**config.mk**
```make
export PLATFORM = sky130hd
export DESIGN_NAME = divider_multi
export DESIGN_NICKNAME = d
export VERILOG_FILES = /design/src/rtl/divider_multi.sv
export SDC_FILE = /design/constraint.sdc
export NUM_CORES = 1
export LEC_CHECK = 0
export BUFFER_PORTS_ARGS = -buffer_cell sky130_fd_sc_hd__buf_2
export CORE_MARGIN = 1
export CORE_UTILIZATION = 40
export DETAILED_ROUTE_END_ITERATION = 16
export HOLD_SLACK_MARGIN = 0.08
export PLACE_DENSITY_LB_ADDON = 0.12
export SLEW_MARGIN = 25
export SYNTH_ARGS = -nofsm -noshare
export SYNTH_HDL_FRONTEND = slang
export SYNTH_SLANG_ARGS = --single-unit
```
**constraint.sdc**
```tcl
create_clock -name clock -period 13.57 [get_ports clock]
set_input_delay 2.714 -clock clock [delete_from_list [all_inputs] [get_ports clock]]
set_output_delay 2.714 -clock clock [all_outputs]
set_load 0.005 [all_outputs]
```
**src/rtl/divider_multi.sv**
```systemverilog
// Multi-cycle restoring divider (DIV/DIVU/REM/REMU), one quotient bit per cycle.
// Optional macro DIV_EARLY_OUT_EN finishes divide-by-zero, signed overflow and zero dividend in one step.
module divider_multi #(
    parameter int unsigned XLEN = 32
) (
    input  logic            clock,
    input  logic            reset,
    input  logic [XLEN-1:0] dividend,
    input  logic [XLEN-1:0] divisor,
    input  logic [1:0]      div_func,
    input  logic            start,
    output logic [XLEN-1:0] result,
    output logic            done,
    output logic            busy
);
    typedef enum logic [1:0] {IDLE = 2'd0, BUSY = 2'd1, DONE = 2'd2} state_t;

    localparam int unsigned     CW       = $clog2(XLEN + 1);
    localparam logic [XLEN-1:0] MOST_NEG = {1'b1, {(XLEN-1){1'b0}}};

    state_t          state_q;
    logic [CW-1:0]   cnt_q;
    logic [1:0]      func_q;
    logic [XLEN-1:0] a_q, dvs_q, quo_q, rem_q, result_q;
    logic            neg_quo_q, neg_rem_q, div0_q, ovf_q, early_q, done_q, busy_q;

    logic            accept_d, sgn_d, a_neg_d, b_neg_d, div0_d, ovf_d, early_d, qbit_d;
    logic [XLEN-1:0] a_mag_d, b_mag_d, rem_d, quo_d, q_fin_d, r_fin_d, result_d;
    logic [XLEN:0]   rem_w_d, diff_d;

    assign result = result_q;
    assign done   = done_q;
    assign busy   = busy_q;

    always_comb begin
        accept_d = start && (state_q != BUSY);
        sgn_d    = ~div_func[0];
        a_neg_d  = sgn_d & dividend[XLEN-1];
        b_neg_d  = sgn_d & divisor[XLEN-1];
        a_mag_d  = a_neg_d ? (~dividend + 1'b1) : dividend;
        b_mag_d  = b_neg_d ? (~divisor + 1'b1) : divisor;
        div0_d   = (divisor == '0);
        ovf_d    = sgn_d && (dividend == MOST_NEG) && (divisor == '1);
`ifdef DIV_EARLY_OUT_EN
        early_d  = div0_d || ovf_d || (dividend == '0);
`else
        early_d  = 1'b0;
`endif
    end

    // Remainder and remaining dividend bits share one shift path: {rem_q, quo_q}.
    always_comb begin
        rem_w_d = {rem_q, quo_q[XLEN-1]};
        diff_d  = rem_w_d - {1'b0, dvs_q};
        qbit_d  = ~diff_d[XLEN];
        rem_d   = qbit_d ? diff_d[XLEN-1:0] : rem_w_d[XLEN-1:0];
        quo_d   = {quo_q[XLEN-2:0], qbit_d};
    end

    // A zero dividend needs no override: quo_q/rem_q already hold 0 from acceptance.
    always_comb begin
        q_fin_d = neg_quo_q ? (~quo_q + 1'b1) : quo_q;
        r_fin_d = neg_rem_q ? (~rem_q + 1'b1) : rem_q;
        if (div0_q) begin
            q_fin_d = '1;
            r_fin_d = a_q;
        end else if (ovf_q) begin
            q_fin_d = a_q;
            r_fin_d = '0;
        end
        result_d = func_q[1] ? r_fin_d : q_fin_d;
    end

    always_ff @(posedge clock or posedge reset) begin
        if (reset) begin
            state_q   <= IDLE;
            cnt_q     <= '0;
            func_q    <= '0;
            a_q       <= '0;
            dvs_q     <= '0;
            quo_q     <= '0;
            rem_q     <= '0;
            result_q  <= '0;
            neg_quo_q <= 1'b0;
            neg_rem_q <= 1'b0;
            div0_q    <= 1'b0;
            ovf_q     <= 1'b0;
            early_q   <= 1'b0;
            done_q    <= 1'b0;
            busy_q    <= 1'b0;
        end else begin
            done_q <= 1'b0;
            case (state_q)
                IDLE, DONE: begin
                    if (accept_d) begin
                        state_q   <= BUSY;
                        busy_q    <= 1'b1;
                        cnt_q     <= '0;
                        rem_q     <= '0;
                        func_q    <= div_func;
                        a_q       <= dividend;
                        quo_q     <= a_mag_d;
                        dvs_q     <= b_mag_d;
                        neg_quo_q <= a_neg_d ^ b_neg_d;
                        neg_rem_q <= a_neg_d;
                        div0_q    <= div0_d;
                        ovf_q     <= ovf_d;
                        early_q   <= early_d;
                    end else begin
                        state_q <= IDLE;
                        busy_q  <= 1'b0;
                    end
                end
                BUSY: begin
                    if (early_q || (cnt_q == CW'(XLEN))) begin
                        result_q <= result_d;
                        done_q   <= 1'b1;
                        state_q  <= DONE;
                    end else begin
                        rem_q <= rem_d;
                        quo_q <= quo_d;
                        cnt_q <= cnt_q + CW'(1);
                    end
                end
                default: begin
                    state_q <= IDLE;
                    busy_q  <= 1'b0;
                end
            endcase
        end
    end
endmodule

```
# After elaboration in Yosys (flattened, before gate mapping)

Cells that the tools add are included.

Flip-flop bits (word level): 176
Bits of input ports: 69
Output and inout bits: 34
Word-level logic and storage cells: 74

Add/sub/neg operators: 6
Eq/ne operators: 9
Mux-type cells: 26
Bitwise gates (word level): 9
Reductions and logical operators: 10

Operators with widths:

| operator                                                                 | number |
|---|---|
| 32-bit two-way mux                                                       | 14 |
| 32-bit by 1-bit adder with 32-bit output (second input constant)         | 4 |
| 32-bit NOT                                                               | 4 |
| 32-bit case mux with 2 select lines                                      | 2 |
| 32-bit equality test (second input constant)                             | 2 |
| 33-bit by 32-bit subtractor with 33-bit output                           | 1 |
| 32-bit zero test                                                         | 1 |
| 6-bit two-way mux                                                        | 2 |
| 6-bit case mux with 2 select lines                                       | 1 |
| 6-bit by 1-bit adder with 6-bit output (second input constant)           | 1 |
| 6-bit equality test (second input constant)                              | 1 |
| 2-bit inequality test (second input constant)                            | 3 |
| 1-bit two-way mux                                                        | 4 |
| 2-bit case mux with 2 select lines                                       | 1 |
| 2-bit AND reduction                                                      | 2 |
| 1-bit logical AND                                                        | 3 |
| 3-bit AND reduction                                                      | 1 |
| 1-bit bitwise AND                                                        | 2 |
| 2-bit by 1-bit equality test with 1-bit output (second input constant)   | 1 |
| 2-bit equality test (second input constant)                              | 1 |
| 2-bit zero test                                                          | 1 |
| 2-bit two-way mux                                                        | 1 |
| 2-bit by 1-bit inequality test with 1-bit output (second input constant) | 1 |
| 1-bit NOT                                                                | 2 |
| other kinds (4)                                                          | 4 |

# Longest topological paths before layout

Gate-level depths: netlist of the first run.

Depth after elaboration: 6
Mapped depth: 14
Gate-level depth less buffers: 12

# Least setup slack after synthesis of the first run

OpenSTA, ideal clock, no wires.

Kind: input to register
Start: input dividend[11]
End: register quo_q[24]
Library setup time: 0.136 ns
Arrival: 4.682 ns
Data required time: 13.434 ns
Slack: 8.752 ns
Stages: 9
Buffers on the path: 0
Path through: or3_1 > nor3_1 > nor4b_1 > nand2_1 > o31ai_1 > xor2_1 > nor2_1 > a21oi_1 > o21ai_0

Cells in the longest elaborated chain, start to end: 5

RTL lines:

| item                                     | RTL line | source |
|---|---|---|
| from (decl)                              | 8        | `input logic [XLEN-1:0] dividend,` |
| 32-bit NOT                               | 40       | `a_mag_d = a_neg_d ? (~dividend + 1'b1) : dividend;` |
| 32-bit by 1-bit adder with 32-bit output | 40       |  |
| 32-bit two-way mux                       | 40       |  |
| 32-bit two-way mux                       | 95       | `if (accept_d) begin` |
| 32-bit case mux with 2 select lines      | 93       | `case (state_q)` |
| to (signal assigned)                     | 102      | `quo_q <= a_mag_d;` |
| to (signal assigned)                     | 121      | `quo_q <= quo_d;` |
| to (decl)                                | 24       | `logic [XLEN-1:0] a_q, dvs_q, quo_q, rem_q, result_q;` |

Every way passes these cells. The select of a mux whose other input is x is not followed.
A chain may end at the register's enable or synchronous reset.

# Worst setup path in the final report of the first run

Start: input dividend[6]
End: register quo_q[25]

The elaborated chain is that of the path after synthesis.

==> flow_summary_export.csv, run 1 <==
group,metric,value,unit
status,status,"finished, final reports clean",
power_and_ir_drop,pwr-share-seq,28.8,%
die,die_y,175.8,um
worst_setup_path,crit_type,"in -> reg",
synth,synth_area,12090,um2
timing,setup_viol_count_final,0,
power_and_ir_drop,switchingPower,0.001777,W
die,fp-row-count,63,
worst_setup_path,worst_setup_path_start_kind,"input pin",
power_and_ir_drop,p_leak,5.905,nW
worst_setup_path,path_max_fanout,6,
routing,maxUsedRoutingLayer,"met4",
global_routing,antenna_found_initial,1,
final_layout,final_cell_mix,"267 x nand2_1, 174 x dfrtp_1, 159 x o21ai_0, 105 x a21oi_1, 102 x buf_2",
timing,drv_slew,0,
routing,vias_per_cell,5.653,
timing,setup_tns,0,ps
placement,dp_hpwl,25.95,mm
synth,yosysWarnings,0,
routing,route.met2.wl,16.79,mm
synth,synth_cell_types,62,
synth,synth_seq_cells,175,
run,max_cap_violations,0,
timing,fin_skew,13.69,ps
clock_tree,cts-resized-gates,0,
final_layout,multi_input_area,7214,um2
final_layout,stdcell_count,1956,
routing,wl_met3,1.579,mm
power_and_ir_drop,switching_share,46.81,%
timing,worst-slew-pin-transition,1039,ps
timing,rsz0062_at_grt,"no",
final_layout,insertedDiodeCount,0,
synth,avgSynthCellArea,8.068,um2
clock_tree,cts_sinks,175,
global_routing,grt_pass1_wl,57.95,mm
synth,syn_inst,1498,
hold_path,hp-class,"reg -> reg",
synth,yosys-top-cells-area,"dfrtp_1 36%, nand2_1 8.3%, o21ai_0 6.6%",
die,die_x,175.8,um
final_layout,fillers,3030,
synth,ys_seq_area_share,36.23,%
timing,min_period,4918,ps
routing,ant_nets,0,
timing,holdWs,474.5,ps
power_and_ir_drop,ir_worst_vdd,0.1930,mV
timing,slew_headroom,30.71,%
die,num_io_pins,103,
power_and_ir_drop,pwr-share-clk,13.8,%
clock_tree,ctsHoldBuffers,0,
timing,setup_slack,8652,ps
synth,synthFlopType,"dfrtp_1",
routing,drc,0,
die,initial_core_util,40.67,%
final_layout,layout_commonest_cell,"nand2_1",
final_layout,nets,1663,
synth,synth_top_area_share,36.23,%
timing,max_freq,203.3,MHz
power_and_ir_drop,internal_power,0.002019,W
worst_setup_path,end_kind,"register",
worst_setup_path,arrival,5210,ps
global_routing,first_global_vias,10630,
routing,wl_per_cell,18.24,um
clock_tree,cts_buffers,17,
die,core,29720,um2
placement,portBuffers,102,
global_routing,grt_max_degree,88,
timing,report.final.hold_viol_count,0,
worst_setup_path,required,13860,ps
global_routing,grt-ovfl-total,0,
power_and_ir_drop,p_comb_share,57.4,%
placement,pre_cts_ws,8223,ps
final_layout,syn2layout_area_growth,12.28,%
final_layout,regArea,4380,um2
routing,dr.pass1.iters,5,
global_routing,grtUsageTotal,23.85,%
synth,synth_edf_count,0,
clock_tree,cts.htree.levels,4,
clock_tree,insertion_delay,440,ps
synth,syn-num-nets,1607,
routing,drt_iter0_drc,913,
clock_tree,clk_path_buf_depth,2,
power_and_ir_drop,p_per_area,279.7,nW/um2
routing,drt-met1-wl,16.50,mm
placement,gp_congestion,0.8635,
synth,synth_top_cell_by_area,"dfrtp_1",
timing,period_share,36.24,%
synth,async_flop_share,100.0,%
clock_tree,postCtsSetupBuffers,0,
routing,vias,11060,
clock_tree,cts.clk_slew.worst_paths,70,ps
placement,dp.cells,1925,
final_layout,drive_gt1_share,10.73,%
die,die_area,30920,um2
clock_tree,cts-root-buf,"clkbuf_16",
routing,wl,35.67,mm
clock_tree,cts_tree,"done",
cell families after synthesis:
logic type / share of synthesized area [%]
multiplexers: 2.909
flip-flops: 36.23
XOR/XNOR: 10.22
AO/OA/AOI/OAI: 22.10
adder cells (fa/ha/maj): 4.203
buffers and inverters: 4.503
AND/OR/NAND/NOR: 19.83
power groups by stage:
stage	logic [W]	clock network [W]	registers, W
floorplan	0.00172	0	0.000972
global placement	0.00214	0	0.00110
detailed placement	0.00217	0	0.00110
CTS	0.00219	0.000536	0.00109
global route	0.00246	0.000556	0.00113
finish	0.00218	0.000523	0.00109
registers in the layout (all words and copies together) (netlist names), 2 cells and up:
| register | cells |
|---|---|
| a_q | 32 |
| dvs_q | 32 |
| quo_q | 32 |
| rem_q | 32 |
| result | 32 |
| cnt_q | 6 |
| state_q | 2 |
final cells by class:
cell class / count / share of cell area [%]
Sequential cell: 175 / 32.28
Multi-Input combinational cell: 1179 / 53.16
Inverter: 64 / 1.807
Tap cell: 390 / 3.596
Timing Repair Buffer: 117 / 4.684
Clock inverter: 14 / 1.337
Clock buffer: 17 / 3.135
cells in the mapped netlist (27+ instances only):
| cell | n |
|---|---|
| a21oi_1 | 105 |
| inv_1 | 62 |
| ha_1 | 39 |
| dfrtp_1 | 175 |
| nor3_1 | 27 |
| xnor2_1 | 69 |
| xor2_1 | 72 |
| o31ai_1 | 30 |
| clkbuf_1 | 69 |
| mux2i_1 | 34 |
| nand2_1 | 267 |
| nor2_1 | 93 |
| o22ai_1 | 27 |
| o21ai_0 | 159 |
worst paths after layout:
check | from | to | slack [ps] | cells after the start
max | dividend[6] | quo_q[25] | 8650 | 10
min | result[7] | result[7] | 470 | 2
max in group asynchronous | reset | quo_q[12] | 9900 | 3
min reg2reg | result[7] | result[7] | 470 | 2
max reg2reg | quo_q[31] | rem_q[6] | 9260 | 13
min in group asynchronous | reset | dvs_q[4] | 2380 | 2
routing by layer:
| metal | vias up | global-route usage [%] |
|---|---|---|
| li1 | 5428 | - |
| met1 | 5299 | 32.72 |
| met2 | 289 | 38.80 |
| met3 | 41 | 3.658 |
| met4 | 0 | 6.667 |
| met5 | - | 0 |
through the flow:
stage	total power, W	instance area, um2	utilization [%]
finish	0.003796	13570	45.67
global route	0.004151	13570	45.67
CTS	0.003818	13570	45.65
detailed placement	0.003276	12960	43.61
global placement	0.003240	12940	43.54
floorplan	0.002688	12090	-
worst max-delay path, cell delays in order:
cell,delay [ps]
buf_2,130
nor4_1,370
nand2b_1,200
nor3_1,590
nand3_1,360
o41ai_1,390
xor2_1,180
nor2_1,50
a21oi_1,130
o21ai_0,80
(Power assumes the default switching activity.)
==> run 2: changes to the inputs <==
- ABC_AREA: unset -> 1
- clock period: 13.57 -> 4.1 ns (I/O delays scaled with it)
==> run 2 against run 1 <==
  * Utilization is 0.45 points lower
  * Register-to-register slack got worse by 7900 ps
  * Via count up 42%
  * Clock skew increased by 5.3 ps
  * Critical endpoint is now rem_q[24]
  * The run now ends with design-rule violations left
==> flow_summary_export.csv, run 2 <==
group,metric,value,unit
worst_setup_path,end_kind,"register",
synth,synthFlopType,"dfrtp_1",
timing,setup_viol_count_final,0,
synth,synth_area,14660,um2
synth,synth_top_cells_by_count,"803 x nand2_1, 319 x inv_1, 287 x nand3_1",
clock_tree,cts_buffers,17,
worst_setup_path,crit_type,"reg -> reg",
clock_tree,cts-root-buf,"clkbuf_16",
worst_setup_path,path_max_fanout,16,
clock_tree,cts.htree.levels,4,
run,max_cap_violations,0,
final_layout,syn2layout_area_growth,10.49,%
global_routing,antenna_found_initial,1,
die,die_x,193.5,um
final_layout,layout_commonest_cell,"nand2_1",
global_routing,busiest_layer,"met2",
timing,min_period,2703,ps
timing,worst-slew-pin-transition,1007,ps
routing,wl,52.50,mm
power_and_ir_drop,p_total,0.01492,W
die,core,35830,um2
synth,synth_top_cell_by_area,"dfrtp_1",
die,fp-row-count,69,
placement,gp_congestion,0.9751,
global_routing,grt_max_degree,93,
timing,rsz0062_at_grt,"no",
placement,dp_hpwl,40.71,mm
routing,wl_per_cell,17.89,um
clock_tree,cts_sinks,175,
synth,async_flop_share,100.0,%
hold_path,hp-class,"reg -> reg",
die,initial_core_util,40.93,%
synth,synth_edf_count,0,
routing,drt_iter0_drc,1544,
clock_tree,ctsHoldBuffers,0,
synth,syn-num-nets,2513,
synth,avgSynthCellArea,6.099,um2
synth,yosysWarnings,0,
global_routing,grt_use_met1,40.95,%
synth,ys_seq_area_share,29.87,%
worst_setup_path,critical-path-top-delay-family,"simple AND/OR/NAND/NOR gates",
final_layout,final_cell_mix,"802 x nand2_1, 316 x inv_1, 287 x nand3_1, 175 x dfrtp_1, 168 x nor2_1",
clock_tree,cts-resized-gates,0,
timing,drv_slew,0,
worst_setup_path,path_cells,"inv_1 -> ha_1 -> fa_1 -> inv_1 -> nand2_1 -> nand2_1 -> nand3_1 -> nand2_2 -> nand2_4 -> nand2_4 -> nand2_4 -> nand2_4 -> nand2_4 -> nand2_4 -> nand2_1 -> nand3_1 -> nand2_1",
routing,vias,15740,
clock_tree,insertion_delay,470,ps
worst_setup_path,cpMostUsedCell,"nand2_4",
synth,synth.most_common_cell,"nand2_1",
status,status,"finished with violations",
final_layout,drive_gt1_share,8.731,%
global_routing,first_global_vias,14470,
status,violations,"design-rule violations",
power_and_ir_drop,ir_worst_vdd,0.6663,mV
routing,dr.pass1.iters,14,
final_layout,fillers,3840,
routing,drc,8,
worst_setup_path,required,4450,ps
worst_setup_path,arrival,3050,ps
power_and_ir_drop,p_leak,8.580,nW
worst_setup_path,crit_buf_inv,2,
timing,fin_skew,19.01,ps
clock_tree,cts_tree,"done",
final_layout,insertedDiodeCount,0,
timing,setup_tns,0,ps
timing,period_share,65.93,%
die,die_area,37430,um2
global_routing,grt_pass1_wl,82.12,mm
global_routing,met3_usage,4.864,%
worst_setup_path,worst_setup_path_start_kind,"register",
placement,portBuffers,102,
worst_setup_path,critPathMaxStageDelay,420,ps
synth,syn_inst,2404,
synth,synth_cell_types,51,
worst_setup_path,slowest_stage,"fa_1",
global_routing,grt-ovfl-total,0,
final_layout,nets,2570,
synth,synth_top_area_share,29.87,%
synth,yosys-top-cells-area,"dfrtp_1 30%, nand2_1 21%, nand3_1 9.8%",
routing,vias_per_cell,5.364,
timing,slew_headroom,32.80,%
clock_tree,clk_path_buf_depth,2,
final_layout,stdcell_count,2935,
die,die_y,193.5,um
timing,report.final.hold_viol_count,0,
clock_tree,cts.clk_slew.worst_paths,70,ps
global_routing,grtUsageMet2,41.85,%
power_and_ir_drop,p_per_area,920.9,nW/um2
routing,ant_nets,0,
placement,dp.cells,2903,
global_routing,grtUsageTotal,28.21,%
timing,max_freq,369.9,MHz
synth,synth_seq_cells,175,
clock_tree,postCtsSetupBuffers,0,
die,num_io_pins,103,
## run 2: final timing paths
| kind | startpoint | end | slack, ps | depth (start not counted) |
|---|---|---|---|---|
| min in group asynchronous | reset | result[26] | 500 | 3 |
| setup reg to reg | quo_q[31] | rem_q[24] | 1400 | 17 |
| hold reg to reg | result[9] | result[9] | 480 | 2 |
| setup / recovery | quo_q[31] | rem_q[24] | 1400 | 17 |
| hold / removal | result[9] | result[9] | 480 | 2 |
| max in group asynchronous | reset | dvs_q[10] | 3120 | 3 |
## run 2: cell families after synthesis
family / Yosys count / synth area share (%)
AND/OR/NAND/NOR: 1390 / 40.58
buffers and inverters: 415 / 11.00
AO/OA/AOI/OAI: 354 / 13.30
flip-flops: 175 / 29.87
adder cells (fa/ha/maj): 40 / 3.464
XOR/XNOR: 30 / 1.792
## run 2: cell type report
type                       instances  area [um2]  area share, %
timing repair buffer             121       678.2          4.186
sequential                       175        4379          27.03
inverter                         332        1250          7.716
multi-input combinational       1814        8696          53.68
clock inverter                    14       191.4          1.182
clock buffer                      18       429.2          2.649
tap                              461       576.8          3.560
## run 2: per-layer routing
layer / wire, um / vias up
met3: 3557 / 70
met5: 13 / -
li1: - / 7837
met4: 1530 / 2
met2: 22420 / 586
met1: 24970 / 7248
## run 2: metrics by stage
| step | instance area [um2] | utilization (%) | hold WS (ps) | worst slack, ps |
|---|---|---|---|---|
| floorplan | 14670 | - | 433.8 | 1041 |
| global placement | 15570 | 43.47 | 459.4 | 1447 |
| detailed placement | 15570 | 43.47 | 462.6 | 1314 |
| CTS | 16200 | 45.20 | 483.0 | 1430 |
| global route | 16200 | 45.22 | 494.1 | 1150 |
| finish | 16200 | 45.22 | 475.4 | 1397 |
## run 2: worst reg2reg max path, cell delays in order (launching register included)
cell and delay, ps:
dfrtp_1 390, inv_1 140, ha_1 250, fa_1 420, inv_1 150, nand2_1 70, nand2_1 70, nand3_1 80
nand2_2 140, nand2_4 70, nand2_4 70, nand2_4 80, nand2_4 90, nand2_4 140, nand2_4 210, nand2_1 90
nand3_1 90, nand2_1 70
## run 2: report_power, final
| part | leakage, nW | internal (W) | switching [W] | total, W |
|---|---|---|---|---|
| sequential | 2.15 | 0.00259 | 0.000881 | 0.00347 |
| clock | 0.300 | 0.000935 | 0.000838 | 0.00177 |
| combinational | 6.13 | 0.00314 | 0.00654 | 0.00968 |
